File: src/rtl/adder_share_pkg.sv
// Shared types and constants for the two-requester adder-sharing arbiter.
// Optional grant statistics are enabled with ADDER_SHARE_STATS_EN.
package adder_share_pkg;

  typedef enum logic [1:0] {
    ST_IDLE = 2'd0,
    ST_EXEC = 2'd1,
    ST_RESP = 2'd2
  } state_t;

  localparam logic OP_ADD = 1'b0;
  localparam logic OP_SUB = 1'b1;

  localparam logic REQ0 = 1'b0;
  localparam logic REQ1 = 1'b1;

endpackage

File: src/rtl/adder_share_arbiter_rr_arb2.sv
// Combinational two-way round-robin grant; rr_ptr picks the winner only on contention.
module rr_arb2
  import adder_share_pkg::*;
(
  input  logic valid0,
  input  logic valid1,
  input  logic rr_ptr,
  input  logic enable,
  output logic gnt0,
  output logic gnt1
);

  assign gnt0 = enable & valid0 & (~valid1 | (rr_ptr == REQ0));
  assign gnt1 = enable & valid1 & (~valid0 | (rr_ptr == REQ1));

endmodule

File: src/rtl/adder_share_arbiter.sv
// Shares one external combinational add/sub unit between two valid/ready requesters.
// Define ADDER_SHARE_STATS_EN to add saturating per-requester grant counters.
module adder_share_arbiter
  import adder_share_pkg::*;
#(
  parameter int WIDTH = 8,
  parameter int CNT_W = 16
) (
  input  logic             clk,
  input  logic             rst_n,
  input  logic             req0_valid,
  output logic             req0_ready,
  input  logic [WIDTH-1:0] req0_a,
  input  logic [WIDTH-1:0] req0_b,
  input  logic             req0_op,
  input  logic             req1_valid,
  output logic             req1_ready,
  input  logic [WIDTH-1:0] req1_a,
  input  logic [WIDTH-1:0] req1_b,
  input  logic             req1_op,
  output logic [WIDTH-1:0] add_a,
  output logic [WIDTH-1:0] add_b,
  output logic             add_op,
  input  logic [WIDTH-1:0] add_sum,
  input  logic             add_overflow,
  output logic             resp_valid,
  input  logic             resp_ready,
  output logic             resp_id,
  output logic [WIDTH-1:0] resp_sum,
  output logic             resp_overflow
`ifdef ADDER_SHARE_STATS_EN
  ,
  output logic [CNT_W-1:0] grant_cnt0,
  output logic [CNT_W-1:0] grant_cnt1
`endif
);

  state_t state_reg;
  state_t state_next;
  logic   rr_ptr;
  logic   id_reg;
  logic   gnt0;
  logic   gnt1;
  logic   hs;
  logic   winner;

  rr_arb2 u_arb (
    .valid0 (req0_valid),
    .valid1 (req1_valid),
    .rr_ptr (rr_ptr),
    .enable (state_reg == ST_IDLE),
    .gnt0   (gnt0),
    .gnt1   (gnt1)
  );

  // A grant implies valid, so a grant is the handshake itself.
  assign req0_ready = gnt0;
  assign req1_ready = gnt1;
  assign hs         = gnt0 | gnt1;
  assign winner     = gnt1 ? REQ1 : REQ0;

  always_comb begin
    state_next = state_reg;
    case (state_reg)
      ST_IDLE: if (hs) state_next = ST_EXEC;
      ST_EXEC: state_next = ST_RESP;
      ST_RESP: if (resp_valid && resp_ready) state_next = ST_IDLE;
      default: state_next = ST_IDLE;
    endcase
  end

  always_ff @(posedge clk or negedge rst_n) begin
    if (!rst_n) begin
      state_reg     <= ST_IDLE;
      rr_ptr        <= REQ0;
      id_reg        <= REQ0;
      add_a         <= '0;
      add_b         <= '0;
      add_op        <= OP_ADD;
      resp_valid    <= 1'b0;
      resp_id       <= REQ0;
      resp_sum      <= '0;
      resp_overflow <= 1'b0;
    end else begin
      state_reg <= state_next;
      if (hs) begin
        add_a  <= gnt1 ? req1_a  : req0_a;
        add_b  <= gnt1 ? req1_b  : req0_b;
        add_op <= gnt1 ? req1_op : req0_op;
        id_reg <= winner;
        rr_ptr <= ~winner;
      end
      // The adder has had a full cycle to settle from add_* when EXEC closes.
      if (state_reg == ST_EXEC) begin
        resp_sum      <= add_sum;
        resp_overflow <= add_overflow;
        resp_id       <= id_reg;
        resp_valid    <= 1'b1;
      end else if (state_reg == ST_RESP && resp_ready) begin
        resp_valid <= 1'b0;
      end
    end
  end

`ifdef ADDER_SHARE_STATS_EN
  logic [1:0] gnt_vec;
  assign gnt_vec = {gnt1, gnt0};

  genvar gi;
  generate
    for (gi = 0; gi < 2; gi++) begin : gen_cnt
      logic [CNT_W-1:0] cnt_reg;
      always_ff @(posedge clk or negedge rst_n) begin
        if (!rst_n) begin
          cnt_reg <= '0;
        end else if (gnt_vec[gi] && (cnt_reg != {CNT_W{1'b1}})) begin
          cnt_reg <= cnt_reg + 1'b1;
        end
      end
    end
  endgenerate

  assign grant_cnt0 = gen_cnt[0].cnt_reg;
  assign grant_cnt1 = gen_cnt[1].cnt_reg;
`endif

endmodule

File: config.mk
export PLATFORM = sky130hd
export DESIGN_NAME = adder_share_arbiter
export DESIGN_NICKNAME = d
export VERILOG_FILES = /design/src/rtl/adder_share_pkg.sv /design/src/rtl/adder_share_arbiter_rr_arb2.sv /design/src/rtl/adder_share_arbiter.sv
export SDC_FILE = /design/constraint.sdc
export NUM_CORES = 1
export LEC_CHECK = 0
export ABC_AREA = 1
export CORE_MARGIN = 4
export CORE_UTILIZATION = 44
export CTS_CLUSTER_DIAMETER = 60
export DETAILED_ROUTE_END_ITERATION = 16
export PLACE_DENSITY_LB_ADDON = 0.05
export SKIP_LAST_GASP = 1
export SLEW_MARGIN = 10
export SYNTH_ARGS = -nofsm -noshare
export SYNTH_HDL_FRONTEND = slang
export SYNTH_SLANG_ARGS = --single-unit
File: constraint.sdc
create_clock -name clk -period 3.65 [get_ports clk]
set_clock_uncertainty 0.1 [all_clocks]
set_input_delay 0.365 -clock clk [delete_from_list [all_inputs] [get_ports clk]]
set_output_delay 0.365 -clock clk [all_outputs]
set_load 0.03 [all_outputs]
==> flow_summary.yaml, run 1 <==
power:
  p_int_mw: 1.314
  power_frac_seq_pct: 28.4
  leakage_nw: 1.257
  p_comb_share_pct: 55.4
  switchingPower_mw: 0.9451
  power_switching_share_pct: 41.84
  power.density_mw_per_mm2: 884.1
  peakVddDrop_v: 0.0004977
  power_frac_clock_pct: 16.3
place:
  dpl_cell_area_sq_mm: 0.002429
  post-dp-hpwl_mm: 2.710
  portBuffers: 77
  place_ws_ns: 0.7139
  routabilityCongestion: 0.8172
grt:
  grt_antenna_before_repair: 0
  grt_pass1_wl_mm: 6.223
  grt_usage_pct: 15.94
  grt_max_degree: 33
  grt_pass1_vias: 1372
  overflow: 0
synth:
  postSynthCellCount: 180
  synth_cell_type_count: 21
  synth_area_per_cell_sq_um: 9.238
  ys_seq_elements: 32
  seq_area_frac_synth_pct: 48.16
  synth_fp_nets: 228
  syn_area_sq_mm: 0.001663
  synth_warnings: 0
route:
  vias_per_cell: 4.552
  routed.top_layer: "met4"
  ant_nets: 0
  vias: 1393
  wl_per_cell_um: 11.91
  drt_first_pass_iters: 4
  drt_iter0_drc: 53
  wl_met1_mm: 1.572
  drc_errors: 0
  wl_met3_um: 285
  wl_met2_mm: 1.719
  routed_wl_mm: 3.645
layout:
  fill_cells: 293
  drive_gt1_share_pct: 12.79
  regArea_sq_um: 800.8
  syn2layout_area_growth_pct: 53.65
  multi_input_area_sq_um: 660.6
  final_nets: 305
  reg_top3: "add_a x8, add_b x8, resp_sum x8"
  antenna_cells: 0
  final_area_sq_mm: 0.002555
worst_setup_path:
  worstSetupPathType: "in2out"
  cp_max_fo: 15
  arrival_ns: 2.44
  cp-start-kind: "input pin"
  r2r_cells: 5
  cp.required_ns: 3.18
  cp-end-kind: "output pin"
sta:
  slew_viol_final: 0
  max_freq_mhz: 344.3
  setup_tns_ns: 0
  rsz0062_at_grt: "no"
  min_period_ns: 2.904
  final-hold-violation-count: 0
  worstMarginPinSlew_ns: 0.6410
  max_slew_margin_pct: 57.13
  finalSetupViolCount: 0
  finalCritPeriodShare_pct: 79.57
  setup_slack_ns: 0.7458
cts:
  cts_buffers: 5
  cts_resized: 0
  cts_tree: "yes"
  clk-insertion-delay-late_ns: 0.28
  ctsHoldBuffers: 0
  clkSlewWorstSetupHoldPaths_ns: 0.06
  clockRootBuffer: "clkbuf_8"
  cts_setup_buffers: 0
  clock_sinks: 32
  htree_levels: 2
  clockBufferDepth: 2
floorplanning:
  core-area_sq_mm: 0.003661
  rows: 22
  die_area_sq_mm: 0.004827
  start_util_pct: 45.42
  die_width_um: 69.48
  io_pins: 78
  die_y_um: 69.48
min_path:
  hold_depth: 2
  min_path_type: "reg2reg"
run_status:
  status: "completed"
run:
  maxCapViolations: 0
final cells by class:
cell class	instances	area share, %
multi-input combinational	107	25.86
timing repair buffer	78	30.46
clock inverter	1	1.175
inverter	33	5.044
clock buffer	7	3.771
sequential	32	31.34
tap	48	2.351
per-layer routing:
| metal | vias to the layer above | global-route usage (%) |
|---|---|---|
| li1 | 720 | - |
| met1 | 617 | 18.84 |
| met2 | 48 | 26.91 |
| met3 | 8 | 5.507 |
| met4 | 0 | 5.423 |
| met5 | - | 0 |
per-stage QoR:
step	power (mW)	hold slack, ns	std cells	util, %
CTS	2.286	0.3860	306	69.79
global placement	1.893	0.3631	298	66.34
finish	2.259	0.3840	306	69.79
detailed placement	1.909	0.3641	298	66.34
floorplan	1.496	-0.03059	180	-
global route	2.401	0.4039	306	69.79
kinds of logic (layout without fill, tap and decap cells):
group	Yosys count	count (layout)	synth area share, %
muxes	9	9	7.675
and+or+nand+nor	93	93	29.20
AOI/OAI and AO/OA	5	5	2.860
DFF	32	32	48.16
buffers and inverters	41	119	12.11
worst max-delay path, cell delays in order:
cell	delay [ns]
clkdlybuf4s50_1	0.49
nand2_1	0.41
nand3_4	0.27
inv_1	0.21
clkdlybuf4s50_1	0.69
power by group through the flow:
stage / clock (mW) / sequential, mW / combinational [mW]
2_1_floorplan: 0 / 0.951 / 0.545
3_3_place_gp: 0 / 0.642 / 1.25
3_5_place_dp: 0 / 0.645 / 1.26
4_1_cts: 0.373 / 0.643 / 1.27
5_1_grt: 0.391 / 0.662 / 1.35
6_report: 0.367 / 0.641 / 1.25
cells in the mapped netlist, drive strengths merged:
| master | n | area [sq um] |
|---|---|---|
| nand2 | 58 | 220.2 |
| inv | 33 | 128.9 |
| dfrtp | 32 | 800.8 |
| nand3 | 20 | 152.7 |
| nand4 | 13 | 81.33 |
| mux2 | 9 | 127.6 |
| buf | 8 | 72.56 |
| o21ai | 3 | 26.28 |
| nor2 | 2 | 31.28 |
| o22ai | 1 | 12.51 |
| o2bb2ai | 1 | 8.760 |
layout by cell type (no fill, tap or decap):
| master | n |
|---|---|
| nand3_1 | 11 |
| mux2_4 | 7 |
| buf_4 | 1 |
| o21ai_4 | 1 |
| nand4_1 | 13 |
| nor2_4 | 1 |
| inv_6 | 1 |
| bufinv_16 | 1 |
| nand2_2 | 1 |
| clkdlybuf4s50_1 | 77 |
| o21ai_0 | 2 |
| dfrtp_1 | 32 |
| nor2_8 | 1 |
| mux2_2 | 2 |
| inv_1 | 32 |
| o22ai_2 | 1 |
| nand3_2 | 8 |
| nand2_1 | 57 |
| o2bb2ai_1 | 1 |
| nand3_4 | 1 |
| clkbuf_8 | 7 |
worst paths after layout:
check                                         start              endpoint  slack [ns]
min in group asynchronous                     rst_n  add_a[0]$_DFFE_PN0P_        0.39
max reg2reg                state_reg[0]$_DFFE_PN0P_  add_a[3]$_DFFE_PN0P_        2.10
max in group asynchronous                     rst_n  add_b[0]$_DFFE_PN0P_        2.77
max                                      req0_valid            req1_ready        0.75
min reg2reg                    add_a[6]$_DFFE_PN0P_  add_a[6]$_DFFE_PN0P_        0.38
min                            add_a[6]$_DFFE_PN0P_  add_a[6]$_DFFE_PN0P_        0.38
Note: power is estimated with default switching activity, not from simulation.
==> run 2, diff against run 1 <==
CORE_UTILIZATION = 37   (was 44)
clock period = 2.5 ns   (was 3.65 ns; I/O delays follow)
==> flow_summary.yaml, run 2 (synthesis gave the netlist of run 1 again) <==
sta:
  setup_tns_ns: 0
  rsz0062_at_grt: "no"
  max_freq_mhz: 502.0
  finalSetupViolCount: 0
  slew_viol_final: 0
  min_period_ns: 1.992
  max_slew_margin_pct: 52.48
  final-hold-violation-count: 0
  worstMarginPinSlew_ns: 0.7127
  setup_slack_ns: 0.5079
  finalCritPeriodShare_pct: 79.68
worst_setup_path:
  cp_max_fo: 16
  worstSetupPathType: "reg2out"
  cp.required_ns: 2.15
  arrival_ns: 1.64
  cp-start-kind: "flip-flop"
  cp-end-kind: "output pin"
grt:
  grt_pass1_wl_mm: 6.375
  grt_pass1_vias: 1464
  grt_max_degree: 33
  overflow: 0
  grt_antenna_before_repair: 0
  grt_usage_pct: 14.86
cts:
  cts_tree: "yes"
  clock_sinks: 32
  cts_setup_buffers: 0
  clockRootBuffer: "clkbuf_8"
  clk-insertion-delay-late_ns: 0.28
  htree_levels: 2
  cts_resized: 0
  clkSlewWorstSetupHoldPaths_ns: 0.07
  cts_buffers: 5
  clockBufferDepth: 2
power:
  peakVddDrop_v: 0.0004950
  p_int_mw: 1.873
  switchingPower_mw: 1.409
  power.density_mw_per_mm2: 1282
  p_comb_share_pct: 56.4
  power_frac_seq_pct: 28.6
  power_switching_share_pct: 42.94
  power_frac_clock_pct: 14.9
  leakage_nw: 1.263
route:
  drt_first_pass_iters: 4
  vias: 1444
  wl_per_cell_um: 12.41
  drc_errors: 0
  drt_iter0_drc: 46
  routed_wl_mm: 3.883
  ant_nets: 0
  vias_per_cell: 4.613
layout:
  final_nets: 308
  reg_top3: "add_a x8, add_b x8, resp_sum x8"
  regArea_sq_um: 800.8
  antenna_cells: 0
  fill_cells: 402
  layout_commonest_cell: "clkdlybuf4s50_1"
  mostFrequentLayoutCells: "clkdlybuf4s50_1, nand2_1, inv_1, dfrtp_1, nand4_1"
  multi_input_area_sq_um: 660.6
  syn2layout_area_growth_pct: 53.95
  drive_gt1_share_pct: 14.56
floorplanning:
  die_area_sq_mm: 0.005631
  io_pins: 78
  die_y_um: 75.04
  die_width_um: 75.04
  core-area_sq_mm: 0.004354
  start_util_pct: 38.19
  rows: 24
run:
  maxCapViolations: 0
place:
  portBuffers: 77
  place_ws_ns: 0.7035
  post-dp-hpwl_mm: 2.895
  routabilityCongestion: 0.7231
run_status:
  status: "completed"
min_path:
  min_path_type: "reg2reg"
run 2: cell count changes in the layout (fill, tap and decap cells not counted), sizes merged:
cell,previous run,this run
buf,1,6
clkdlybuf4s50,77,74
clkbuf,7,5
clkinv,0,1
clkinvlp,0,1
dlygate4sd3,0,1
run 2: stage by stage:
| step | cells | power [mW] | utilization (%) | area [sq um] | hold WS, ns |
|---|---|---|---|---|---|
| 6_report | 313 | 3.282 | 58.79 | 2560 | 0.3827 |
| 5_1_grt | 313 | 3.501 | 58.79 | 2560 | 0.4148 |
| 4_1_cts | 313 | 3.329 | 58.79 | 2560 | 0.3847 |
| 3_5_place_dp | 304 | 2.820 | 56.01 | 2439 | 0.2605 |
| 3_3_place_gp | 304 | 2.804 | 56.01 | 2439 | 0.2493 |
| 2_1_floorplan | 180 | 2.184 | - | 1663 | -0.1456 |
run 2: final cells by class:
type,instances,area share [%]
tap,52,2.542
multi-input combinational,107,25.81
clock inverter,3,1.662
clock buffer,5,2.688
sequential,32,31.28
inverter,33,5.034
timing repair buffer,81,30.99
run 2: critical path: stages (launching register included):
cell and delay (ns):
dfrtp_1 0.48, nor2_8 0.28, nand3_4 0.23, inv_1 0.19
buf_4 0.19
run 2: per-layer routing:
layer | share of wire (%) | track usage [%] | vias up
li1 | - | - | 728
met1 | 42 | 17.61 | 657
met2 | 45 | 24.27 | 52
met3 | 11 | 6.142 | 7
met4 | 1.2 | 5.138 | 0
met5 | 0 | 0 | -
run 2: path summary, 6_finish.rpt:
check	startpoint	to	slack [ns]	cells past startpoint
worst min-delay path	add_a[5]$_DFFE_PN0P_	add_a[5]$_DFFE_PN0P_	0.38	2
worst max register to register	state_reg[1]$_DFFE_PN0P_	add_a[6]$_DFFE_PN0P_	1.01	5
max in group asynchronous	rst_n	add_b[3]$_DFFE_PN0P_	1.39	2
worst min register to register	add_a[5]$_DFFE_PN0P_	add_a[5]$_DFFE_PN0P_	0.38	2
min in group asynchronous	rst_n	resp_sum[4]$_DFFE_PN0P_	0.45	2
worst max-delay path	state_reg[1]$_DFFE_PN0P_	req1_ready	0.51	4
run 2: repair_timing:
| item | CTS | global route |
|---|---|---|
| hold buffers | 1 | 0 |
| endpoints found under the hold margin | 32 | 0 |
| endpoints found under the setup margin | 0 | 0 |
run 2: power by group through the flow:
stage                     sequential (mW)  combinational (mW)  clock, mW
after global placement              0.946                1.86          0
after detailed placement            0.945                1.87          0
after floorplan                      1.39               0.795          0
after global routing                0.971                2.00      0.528
after CTS                           0.940                1.88      0.508
final                               0.939                1.85      0.490
